===== src/rtl/enable_div.sv =====
// Programmable clock-enable generator: one-cycle o_en strobe every i_tc+1 cycles,
// with a shadowed terminal count, pause control, divided square wave and phase count.
module enable_div #(
  parameter int unsigned WIDTH = 4
) (
  input  logic             clk,
  input  logic             i_sclr_n,
  input  logic [WIDTH-1:0] i_tc,
  input  logic             i_load,
  input  logic             i_run,
  output logic             o_en,
  output logic             o_sq,
  output logic [WIDTH-1:0] o_cnt
);

  logic [WIDTH-1:0] r_cnt;
  logic [WIDTH-1:0] r_tc_q;
  logic             r_sq;
  logic             w_term;

  assign w_term = (r_cnt == r_tc_q);

  // Strobe is combinational so a pause suppresses it in the same cycle.
  assign o_en  = w_term & i_run;
  assign o_sq  = r_sq;
  assign o_cnt = r_cnt;

  // Wrap is an explicit clear at the active terminal count; i_tc is only sampled at wrap/load.
  always_ff @(posedge clk) begin
    if (!i_sclr_n) begin
      r_cnt  <= '0;
      r_tc_q <= i_tc;
      r_sq   <= 1'b0;
    end else if (i_load) begin
      r_cnt  <= '0;
      r_tc_q <= i_tc;
    end else if (i_run) begin
      if (w_term) begin
        r_cnt  <= '0;
        r_tc_q <= i_tc;
        r_sq   <= ~r_sq;
      end else begin
        r_cnt  <= r_cnt + WIDTH'(1);
      end
    end
  end

endmodule


===== config.mk =====
export PLATFORM = sky130hd
export DESIGN_NAME = enable_div
export DESIGN_NICKNAME = d
export VERILOG_FILES = /design/src/rtl/enable_div.sv
export SDC_FILE = /design/constraint.sdc
export NUM_CORES = 1
export LEC_CHECK = 0
export ABC_AREA = 1
export BUFFER_PORTS_ARGS = -buffer_cell sky130_fd_sc_hd__buf_2
export CORE_AREA = 2 2 39 41
export CTS_CLUSTER_SIZE = 20
export DETAILED_ROUTE_END_ITERATION = 10
export DIE_AREA = 0 0 41 43
export GPL_TIMING_DRIVEN = 0
export PLACE_DENSITY_LB_ADDON = 0.05
export SLEW_MARGIN = 20
export SYNTH_ARGS = -nofsm -noshare
export SYNTH_HDL_FRONTEND = slang
export SYNTH_SLANG_ARGS = --single-unit

===== constraint.sdc =====
create_clock -name clk -period 1.7 [get_ports clk]
set_input_delay 0.17 -clock clk [delete_from_list [all_inputs] [get_ports clk]]
set_output_delay 0.17 -clock clk [all_outputs]
set_load 0.05 [all_outputs]

* Word level (Yosys, flattened, before mapping)
Index checks and enable logic that the tools add are counted.
** Word-level totals
- Output and inout port bits :: 6
- Bits of input ports :: 8
- Bits in registers :: 9
- Logic and storage cells :: 19
** Cells by class
- Eq/ne operators :: 3
- Reduce and logical (&&, ||, !) cells :: 3
- Bitwise operators :: 4
- Add/subtract/negate cells :: 1
- Multiplexer cells :: 5
** Operators by type and width (number)
- $mux 4 :: 5
- $ne 3x1->1 const B :: 2
- $add 4x1->4 const B :: 1
- $eq 4x4->1 :: 1
- $not 1->1 :: 3
- $reduce_and 3->1 :: 1
- $reduce_and 2->1 :: 1
- $reduce_or 2->1 :: 1
- $and 1x1->1 :: 1

* Longest topological paths before layout
Gate-level depths: netlist (run 1).
- Depth after elaboration :: 5
- Mapped depth :: 8
- Mapped depth without buffers :: 8

* Worst setup path after synthesis (run 1)
Ideal clock, no wire load.
- Kind :: register -> output
- Start :: register r_cnt[1] (netlist: o_cnt[1])
- End :: output port o_en
- Arrival time :: 1794 ps
- Cell stages (with the launch flop) :: 7
- Setup slack :: -264 ps
- Buffers on the path :: 0
- Required time :: 1530 ps
- Path through :: dfxtp_1 inv_1 nand2_1 nand2_1 nor2_2 nand2_2 nor2_1
** On the way
- Cells in the longest elaborated chain, start to end :: 2
** Ends and longest elaborated chain
- start: declaration :: RTL line 16 : logic [WIDTH-1:0] r_cnt;
- start signal: assignment :: RTL line 43 : r_cnt <= r_cnt + WIDTH'(1);
- $eq 4x4->1 :: RTL line 21 : assign w_term = (r_cnt == r_tc_q);
- $and 1x1->1 :: RTL line 24 : assign o_en = w_term & i_run;
- end: declaration :: RTL line 11 : output logic o_en,
Every way passes these cells.

* Worst setup path after layout (run 1)
Ends and elaborated chain as after synthesis.

==> metrics.md, run 1 <==
| Metric | Value |
|---|---|
| Largest net degree at the start of global routing | 9 |
| RSZ-0062 raised after global routing | false |
| H-tree depth | 1 |
| Worst Min Path Start | i_tc[2] |
| Top-area cell type share of the netlist area | a little over a quarter |
| Met1 wire length | roughly 340 microns |
| Post-CTS Hold Fix Bufs | 0 |
| Initial DRC Count | 2 |
| WHS | approximately 86 ps |
| Post-CTS Setup Repair Bufs | 0 |
| Leading area contributor after synthesis | edfxtp_1 |
| Core area | ~1400 sq um |
| WHS Endpoint | r_tc_q[2] |
| Reg2reg start | o_cnt[1] |
| Max_slew headroom | between 80% and 90% |
| Gp weighted congestion | 0.731 |
| Storage cell area | around 220 sq um |
| Routed met2 length | 368 microns |
| Layout cells sized above 1 | about 29% |
| Period utilisation layout | 92.9% |
| WL met3 | ~50 microns |
| Routed vias/inst | 4.11 |
| CTS tree | done |
| Cells after synthesis | 60 |
| First-pass GRT wire length | ~1200 microns |
| Max_cap viols | 0 |
| Highest metal used | met4 |
| Total vias in the final route | about 380 |
| Yosys cell types | 15 |
| Initial Util | 33.0% |
| Cts repair resizes | 0 |
| Final setup margin | approximately 120 ps |
| Sequential cell area fraction in the yosys report | approximately half |
| Row cnt | 14 |
| Status | finished clean |
| Die ar. | roughly 1800 sq um |
| Reg-to-reg setup timing slack | about 270 ps |
| Crit Path Max Fanout | 4 |
| Vias in the first global route | approximately 320 |
| Mapped cell area | between 400 and 500 sq um |
| Nets@finish | 87 |
| Area growth, synth to finish | 26.6% |
| Fill count | approximately 160 |
| Synth Register Bits | 9 |
| CP startpoint kind | flip-flop |
| Gr usage total | approximately 11% |
| Overflow after GRT | 0 |
| Yosys synthesis warning count | 0 |
| Worst hold path type | primary input to flip-flop |
| Finish-stage setup viols | 0 |
| Worst Path Required | between 1500 and 2000 ps |
| Slew @ Worst Pin | 272 ps |
| Wire per inst | between 8 and 9 microns |
| Min Tclk post-route | approximately 1600 ps |
| Max rail drop VDD | ~0.0004 V |
| DIE HEIGHT | 43 microns |
| Place WS | ~250 ps |
| Final core occ | between 40% and 50% |
| DRC Markers | 0 |
| Final WL | 765 microns |
| CTS Sinks | 9 |
| Leakage Power | around 0.00029 uW |
| Clock slew at reported path FFs | 60 ps |
| CP arrival | between 1000 and 1500 ps |
| I/O Pins | 14 |
| Root buffer cell | clkbuf_4 |
| Fmax | approximately 630 MHz |
| Die X-Extent | approximately 41 microns |
| Post-Syn Nets | 69 |
| Hold depth | 1 |
| Detailed Routing Iterations Pass 1 | 2 |
| Mean Syn Cell Area | between 7 and 8 sq um |
| Critical path class | flip-flop to output pin |
| Worst R2R End | r_tc_q[2] |
| Fin Clk Skew | approximately 7 ps |
| Post-DRT Antenna Nets | 0 |
| Area of the multi-input gates | between 150 and 200 sq um |
| Setup crit end kind | output pin |
| TNS Setup | 0 ps |
| Antenna Cells | 0 |
| Ranking of synthesized cells by area | edfxtp_1 26%, dfxtp_1 22%, nand2_1 16% |
| Final Hold Vio Count | 0 |
| CTS max path bufs | 2 |
| Max-slew violations | 0 |
| Clock Latency Late Sink | around 260 ps |
| Pwr dens | between 800 and 900 nW/um^2 |
| Worst r2r path cells | 6 |
| CTS Buf Count | 3 |
| Number of port buffers | 13 |
| HPWL after detailed placement | 597 microns |
| Initial antenna violation count | 0 |
-- cell usage after synthesis (all sizes together) --
library cell   n
edfxtp         4
nand3          1
xor2           2
dfxtp          5
nor2          10
inv           13
ha             1
o21ai          2
nand4          1
nand2         20
nor3           1
-- critical path, stage by stage (launching register included) --
cell	delay [ps]
dfxtp_1	360
inv_1	80
nand2_1	60
nand2_1	60
nor2_2	170
nand2_2	110
nor2_4	80
clkbuf_4	220
-- sequential cells by signal (all words and copies together) (netlist names) --
| register | flops |
|---|---|
| o_sq | 1 |
| r_tc_q | 4 |
| o_cnt | 4 |
-- worst max path at each step --
stage	startpoint	endpoint	slack, ps	cells past startpoint
after floorplan	o_cnt[1]	r_tc_q[0]	20	6
after global placement	o_cnt[1]	r_tc_q[1]	240	6
after detailed placement	o_cnt[1]	r_tc_q[2]	250	6
after CTS	o_cnt[1]	o_en	60	7
after global routing	o_cnt[1]	o_en	20	7
final	o_cnt[1]	o_en	120	7
-- cell families after synthesis --
logic type / synth area share [%]
buffers and inverters: 10.7
adders and majority gates: 2.74
and+or+nand+nor: 29.9
DFF: 48.2
xor gates and xnor gates: 3.84
AOI/OAI and AO/OA: 4.66
-- stage by stage --
| step | total power, uW | cell area, sq um | instances |
|---|---|---|---|
| final | 469 | 578 | 93 |
| after CTS | 481 | 576 | 93 |
| after global routing | 506 | 578 | 93 |
| after detailed placement | 310 | 549 | 89 |
| after floorplan | 291 | 464 | 60 |
| after global placement | 309 | 549 | 89 |
-- power breakdown --
| part | leakage (uW) | switching [uW] | total [uW] | internal [uW] |
|---|---|---|---|---|
| logic | 0.000191 | 41.2 | 61.9 | 20.7 |
| registers | 0.0000814 | 5.47 | 242 | 236 |
| clock network | 0.0000150 | 74.6 | 165 | 90.4 |
| total | 0.000288 | 121 | 469 | 348 |
-- placed cells by master, fill, tap and decap left out, drive strengths merged, types with 2 or more instances in the layout --
cell type	Yosys	layout
clkbuf	0	5
o21ai	2	2
inv	13	13
nor2	10	10
dfxtp	5	5
xor2	2	2
nand2	20	20
edfxtp	4	4
buf	0	12
-- cell type report --
type	instances	share of cell area, %
Timing Repair Buffer	13	11.7
Tap cell	16	3.46
Clock buffer	4	4.55
Inverter	13	8.44
Sequential cell	9	38.1
Multi-Input combinational cell	38	33.8
-- per-layer routing --
metal	track usage [%]	up-vias
met4	6.00	0
met5	0	-
met1	11.2	159
met2	15.6	9
li1	-	212
met3	9.42	2
(Power assumes the default switching activity.)
==> run 2: changes to the inputs <==
--- a/config.mk
+++ b/config.mk
@@ -5,7 +5,6 @@
 export SDC_FILE = /design/constraint.sdc
 export NUM_CORES = 1
 export LEC_CHECK = 0
-export ABC_AREA = 1
 export BUFFER_PORTS_ARGS = -buffer_cell sky130_fd_sc_hd__buf_2
 export CORE_AREA = 2 2 39 41
 export CTS_CLUSTER_SIZE = 20
==> run 2 against run 1 <==
Effect of this change:
- synthesized cell count fell by 40%
- sequential power is 2% lower
- cell count is 24% lower
- non-clock buffer count increased by 2
- routed wire length increased by 5.2%
- critical path depth is 3 lower
- clock power about the same
- design area shrank 3.5%
- first-iteration DRC count grew to 3.5 times the previous value
- combinational power is 20% lower
==> metrics.md, run 2 <==
| Metric | Value |
|---|---|
| Area growth, synth to finish | 37.2% |
| HPWL after detailed placement | about 640 microns |
| Initial antenna violation count | 0 |
| Root buffer cell | clkbuf_4 |
| DIE HEIGHT | 43 microns |
| CP arrival | ~1400 ps |
| Max_slew headroom | a little over four fifths |
| Most frequent cells in the layout | 12 x buf_2, 4 x xnor2_1, 4 x nand2_1, 4 x dfxtp_4, 4 x edfxtp_1 |
| Final Hold Vio Count | 0 |
| Row cnt | 14 |
| Vias in the first global route | 310 |
| Max rail drop VDD | 0.000303 V |
| H-tree depth | 1 |
| Fmax | ~650 MHz |
| Finish-stage setup viols | 0 |
| Setup crit end kind | output pin |
| Slew @ Worst Pin | ~250 ps |
| Synth Register Bits | 9 |
| Min Tclk post-route | between 1500 and 2000 ps |
| Commonest non-fill, non-tap cell in the layout | buf_2 |
| Clock Latency Late Sink | ~260 ps |
| Cell area after layout | 558 sq um |
| Crit path cell chain | xnor2_1 -> nand4_2 -> nor2_4 -> buf_4 |
| Sequential cell area fraction in the yosys report | between 50% and 60% |
| CP top delay family | flip-flops |
| Number of synthesized flops with an enable pin | 4 |
| Die ar. | roughly 1800 sq um |
| CTS Buf Count | 3 |
| Gp weighted congestion | 0.655 |
| TNS Setup | 0 ps |
| Slowest stage cell, crit path | edfxtp_1 |
| Clock slew at reported path FFs | 60 ps |
| Post-CTS Hold Fix Bufs | 0 |
| CTS tree | done |
| CP Buf/Inv Count | 1 |
| Fin Clk Skew | around 5.2 ps |
| CP startpoint kind | flip-flop |
| Worst Path Required | approximately 1500 ps |
| Pwr dens | 812 nW/um^2 |
| Gr usage total | between 10% and 20% |
| Layout cells sized above 1 | around 45% |
| Yosys cell types | 20 |
| Mean Syn Cell Area | 11.3 sq um |
| Number of port buffers | 13 |
| I/O Pins | 14 |
| Post-Syn Nets | 45 |
| Max-slew violations | 0 |
| Fill count | 152 |
| Max_cap viols | 0 |
| Largest net degree at the start of global routing | 7 |
| Period utilisation layout | about nine tenths |
| Share of flip-flops with an asynchronous set or reset | 0% |
| Final WL | approximately 810 microns |
| Final setup margin | between 150 and 200 ps |
| Mapped cell area | between 400 and 500 sq um |
| Status | finished clean |
| Initial Util | roughly 29% |
| Antenna Cells | 0 |
| Cells after synthesis | 36 |
| Dpl cell area | approximately 500 sq um |
| Ys flop type | dfxtp_1 |
| Critical path class | flip-flop to output pin |
| Die X-Extent | ~41 microns |
| First-pass GRT wire length | 1340 microns |
| Leading area contributor after synthesis | edfxtp_1 |
| Wire per inst | 11.3 microns |
| Overflow after GRT | 0 |
| Biggest cell delay along the critical path | roughly 380 ps |
| Core area | between 1000 and 1500 sq um |
| Total vias in the final route | 334 |
| Top-count cell post-synth | dfxtp_1 |
| Initial DRC Count | 7 |
| CTS Sinks | 9 |
| CTS max path bufs | 2 |
| Post-DRT Antenna Nets | 0 |
| Detailed Routing Iterations Pass 1 | 4 |
| Top-area cell type share of the netlist area | 29.5% |
| Ranking of synthesized cells by area | edfxtp_1 30%, dfxtp_1 25%, xnor2_1 8.6% |
| RSZ-0062 raised after global routing | false |
| Crit Path Max Fanout | 3 |
| Routed vias/inst | ~4.7 |
| Yosys synthesis warning count | 0 |
| Nets@finish | 65 |
| Most instantiated cells after synthesis | 5 x dfxtp_1, 4 x edfxtp_1, 4 x nand2_1, 4 x xnor2_1 |
| Place WS | 171 ps |
| DRC Markers | 0 |
| Worst hold path type | primary input to flip-flop |
| Leakage Power | 0.000224 uW |
run 2: final cells by class:
| type | instances | area [sq um] | share of cell area, % |
|---|---|---|---|
| tap | 16 | 20.0 | 3.59 |
| timing repair buffer | 15 | 82.6 | 14.8 |
| inverter | 1 | 3.75 | 0.673 |
| multi-input combinational | 26 | 190 | 34.1 |
| clock buffer | 4 | 26.3 | 4.71 |
| sequential | 9 | 235 | 42.2 |
run 2: what timing repair did:
item	4_1_cts	5_1_grt
pin swaps	0	1
endpoints found under the setup margin	1	1
gates resized for setup	1	0
setup buffers	0	2
run 2: where the power goes:
part	switching, uW	total (uW)	internal (uW)
logic	28.7	49.6	20.9
clock network	76.8	167	90.6
registers	5.51	236	230
total	111	453	342
run 2: worst register-to-register path: stages, from the launching register on:
cell      delay (ps)
edfxtp_1         380
xnor2_1          180
nand4_2          180
nor2_4           150
or2_1            210
run 2: worst paths after layout:
path              from        end  slack, ps  depth (start not counted)
max          r_tc_q[3]       o_en        160                          4
min            i_tc[1]  r_tc_q[1]         80                          1
max reg2reg  r_tc_q[3]  r_tc_q[1]        290                          4
min reg2reg       o_sq       o_sq        470                          2
run 2: per-layer routing:
metal  up-vias  share of wire [%]  global-route usage (%)
met4         0                1.2                    10.0
met5         -                  0                       0
li1        169                  -                       -
met2        13                 46                    16.3
met1       150                 44                    14.6
met3         2                8.6                    4.71
run 2: cells by family (layout without fill, tap and decap cells):
logic type | count (synthesis) | after routing | share of synthesized area (%)
simple gates | 16 | 16 | 24.6
fa+ha+maj | 1 | 1 | 3.08
flops | 9 | 9 | 54.2
xor+xnor | 5 | 5 | 10.8
mux | 1 | 1 | 2.46
compound gates | 3 | 3 | 4.00
buf+inv | 1 | 20 | 0.922
run 2: stage by stage:
stage	std cells	hold WS [ps]	power (uW)	utilization, %
after floorplan	36	269	271	-
after CTS	69	73.4	456	39.2
after detailed placement	65	349	288	37.2
final	71	77.3	453	40.3
after global placement	65	347	286	37.2
after global routing	71	68.9	479	40.3
==> run 3: changes to the inputs <==
--- a/config.mk
+++ b/config.mk
@@ -6,6 +6,8 @@
 export NUM_CORES = 1
 export LEC_CHECK = 0
 export BUFFER_PORTS_ARGS = -buffer_cell sky130_fd_sc_hd__buf_2
+export CELL_PAD_IN_SITES_DETAIL_PLACEMENT = 0
+export CELL_PAD_IN_SITES_GLOBAL_PLACEMENT = 1
 export CORE_AREA = 2 2 39 41
 export CTS_CLUSTER_SIZE = 20
 export DETAILED_ROUTE_END_ITERATION = 10
==> constraint.sdc (replaced) <==
create_clock -name clk -period 1.7 [get_ports clk]
set_input_delay 0.34 -clock clk [delete_from_list [all_inputs] [get_ports clk]]
set_output_delay 0.34 -clock clk [all_outputs]
set_load 0.05 [all_outputs]
==> run 3 against run 2 <==
Effect of this change:
- routed wire length rose by 7.1%
- sequential cell count did not move
- non-clock buffer count did not move
- first-iteration DRC count fell by 86%
- design area rose by 5.4%
- via count rose by 1.5%
- setup slack got worse by 130 ps
- worst hold slack improved by 180 ps
- power barely moved
==> metrics.md, run 3 (synthesized netlist as in run 2, its figures left out) <==
| Metric | Value |
|---|---|
| Reg-to-reg setup timing slack | between 150 and 200 ps |
| Final WL | ~860 microns |
| Clock Latency Late Sink | around 250 ps |
| CTS max path bufs | 2 |
| CP Buf/Inv Count | 1 |
| Detailed Routing Iterations Pass 1 | 2 |
| I/O Pins | 14 |
| Layout cells sized above 1 | between 50% and 60% |
| Biggest cell delay along the critical path | between 400 and 500 ps |
| Switching power | between 100 and 150 uW |
| Slew @ Worst Pin | approximately 250 ps |
| Area growth, synth to finish | 44.6% |
| Wire per inst | roughly 12 microns |
| CTS Buf Count | 3 |
| Combinational share of power | roughly an eighth |
| CP startpoint kind | flip-flop |
| Int Power | about 350 uW |
| Largest net degree at the start of global routing | 7 |
| Clock slew at reported path FFs | approximately 60 ps |
| Row cnt | 14 |
| DIE HEIGHT | 43 microns |
| Fin Clk Skew | between 0.4 and 0.5 ps |
| Core area | around 1400 sq um |
| Initial antenna violation count | 0 |
| Reg power frac | between 50% and 60% |
| Initial Util | 29.4% |
| First-pass GRT wire length | 1420 microns |
| H-tree depth | 1 |
| Crit Path Max Fanout | 2 |
| Max-slew violations | 0 |
| Total power | 452 uW |
| Initial DRC Count | 1 |
| Fill count | approximately 150 |
| Nets@finish | 65 |
| Total vias in the final route | between 300 and 400 |
| Max_cap viols | 0 |
| Clock Power Share | between 30% and 40% |
| Crit path cell chain | xnor2_2 -> nand4_2 -> nor2_4 -> buf_8 |
| Antenna Cells | 0 |
| Overflow after GRT | 0 |
| Vias in the first global route | between 300 and 400 |
| Fin cells | just over 70 |
| Fmax | 600 MHz |
| Leakage Power | 0.000242 uW |
| Max rail drop VDD | between 0.0003 and 0.0004 V |
| Setup crit end kind | output pin |
| Pwr dens | between 700 and 800 nW/um^2 |
| Post-DRT Antenna Nets | 0 |
| Gr usage total | 12.2% |
| Most frequent cells in the layout | 12 x buf_2, 4 x nand2_1, 4 x dfxtp_4, 4 x edfxtp_1 |
| CP top delay family | flip-flops |
| Worst hold path type | primary input to flip-flop |
| Root buffer cell | clkbuf_4 |
| Worst Path Required | roughly 1400 ps |
| Routed vias/inst | 4.77 |
| CP arrival | between 1000 and 1500 ps |
| Finish-stage setup viols | 0 |
| Die X-Extent | between 40 and 50 microns |
| Commonest non-fill, non-tap cell in the layout | buf_2 |
| CTS Sinks | 9 |
| HPWL after detailed placement | between 600 and 700 microns |
| CTS tree | done |
| Max_slew headroom | 83.4% |
| Gp weighted congestion | about 0.64 |
| Number of port buffers | 13 |
| Critical path class | flip-flop to output pin |
| Sw Ratio | between 20% and 30% |
| Status | finished clean |
| Placed Cells | 65 |
| Period utilisation layout | just under 100% |
| Slowest stage cell, crit path | edfxtp_1 |
| Final Hold Vio Count | 0 |
| Post-CTS Hold Fix Bufs | 0 |
| TNS Setup | 0 ps |
| Die ar. | 1760 sq um |
| Min Tclk post-route | ~1700 ps |
| DRC Markers | 0 |
==> run 3: cell types whose count changed in the layout (fill, tap and decap cells not counted) <==
cell / change
buf_4: -1
buf_8: +1
xnor2_1: -3
xnor2_2: +3
==> run 3: cell type report <==
class | count | area [sq um] | share of cell area [%]
timing repair buffer | 15 | 90.1 | 15.3
inverter | 1 | 3.75 | 0.638
tap | 16 | 20.0 | 3.40
multi-input combinational | 26 | 213 | 36.2
clock buffer | 4 | 26.3 | 4.47
sequential | 9 | 235 | 40.0
==> run 3: timing repair <==
action,4_1_cts,5_1_grt
resized for setup,2,4
buffers inserted,1,1
pin swaps,1,2
setup endpoints to repair,1,1
==> run 3: through the flow <==
stage	instance area [sq um]	setup slack, ps	util, %	hold slack [ps]
floorplan	429	11.2	-	439
global placement	514	117	37.2	448
detailed placement	514	94.3	37.2	465
CTS	554	21.5	40.1	251
global route	588	-37.7	42.5	243
finish	588	33.8	42.5	260
==> run 3: path summary, 6_finish.rpt <==
path               end  startpoint  cells past startpoint
min reg2reg       o_sq        o_sq                      2
max               o_en   r_tc_q[0]                      4
min          r_tc_q[3]     i_tc[3]                      1
max reg2reg  r_tc_q[1]   r_tc_q[0]                      5
==> run 3: worst reg2reg max path, delay by kind of cell, from the launching register on <==
kind / cells / cell delay, ps
AND/OR/NAND/NOR: 3 / 490
flip-flops: 1 / 430
XOR/XNOR: 1 / 180
buffers and inverters: 1 / 120
==> run 3: metal layers <==
layer,GRT usage [%],vias to the layer above,wire length (microns)
met5,0,-,0
met3,3.14,0,60
met1,15.9,161,389
met4,6.00,0,0
met2,17.8,11,412
li1,-,167,-
==> run 3: power by group through the flow <==
| stage | registers [uW] | logic, uW | clock network (uW) |
|---|---|---|---|
| after floorplan | 247 | 24.2 | 0 |
| after global placement | 240 | 45.7 | 0 |
| after detailed placement | 241 | 47.5 | 0 |
| after CTS | 236 | 49.7 | 167 |
| after global routing | 239 | 58.9 | 182 |
| final | 239 | 54.4 | 159 |
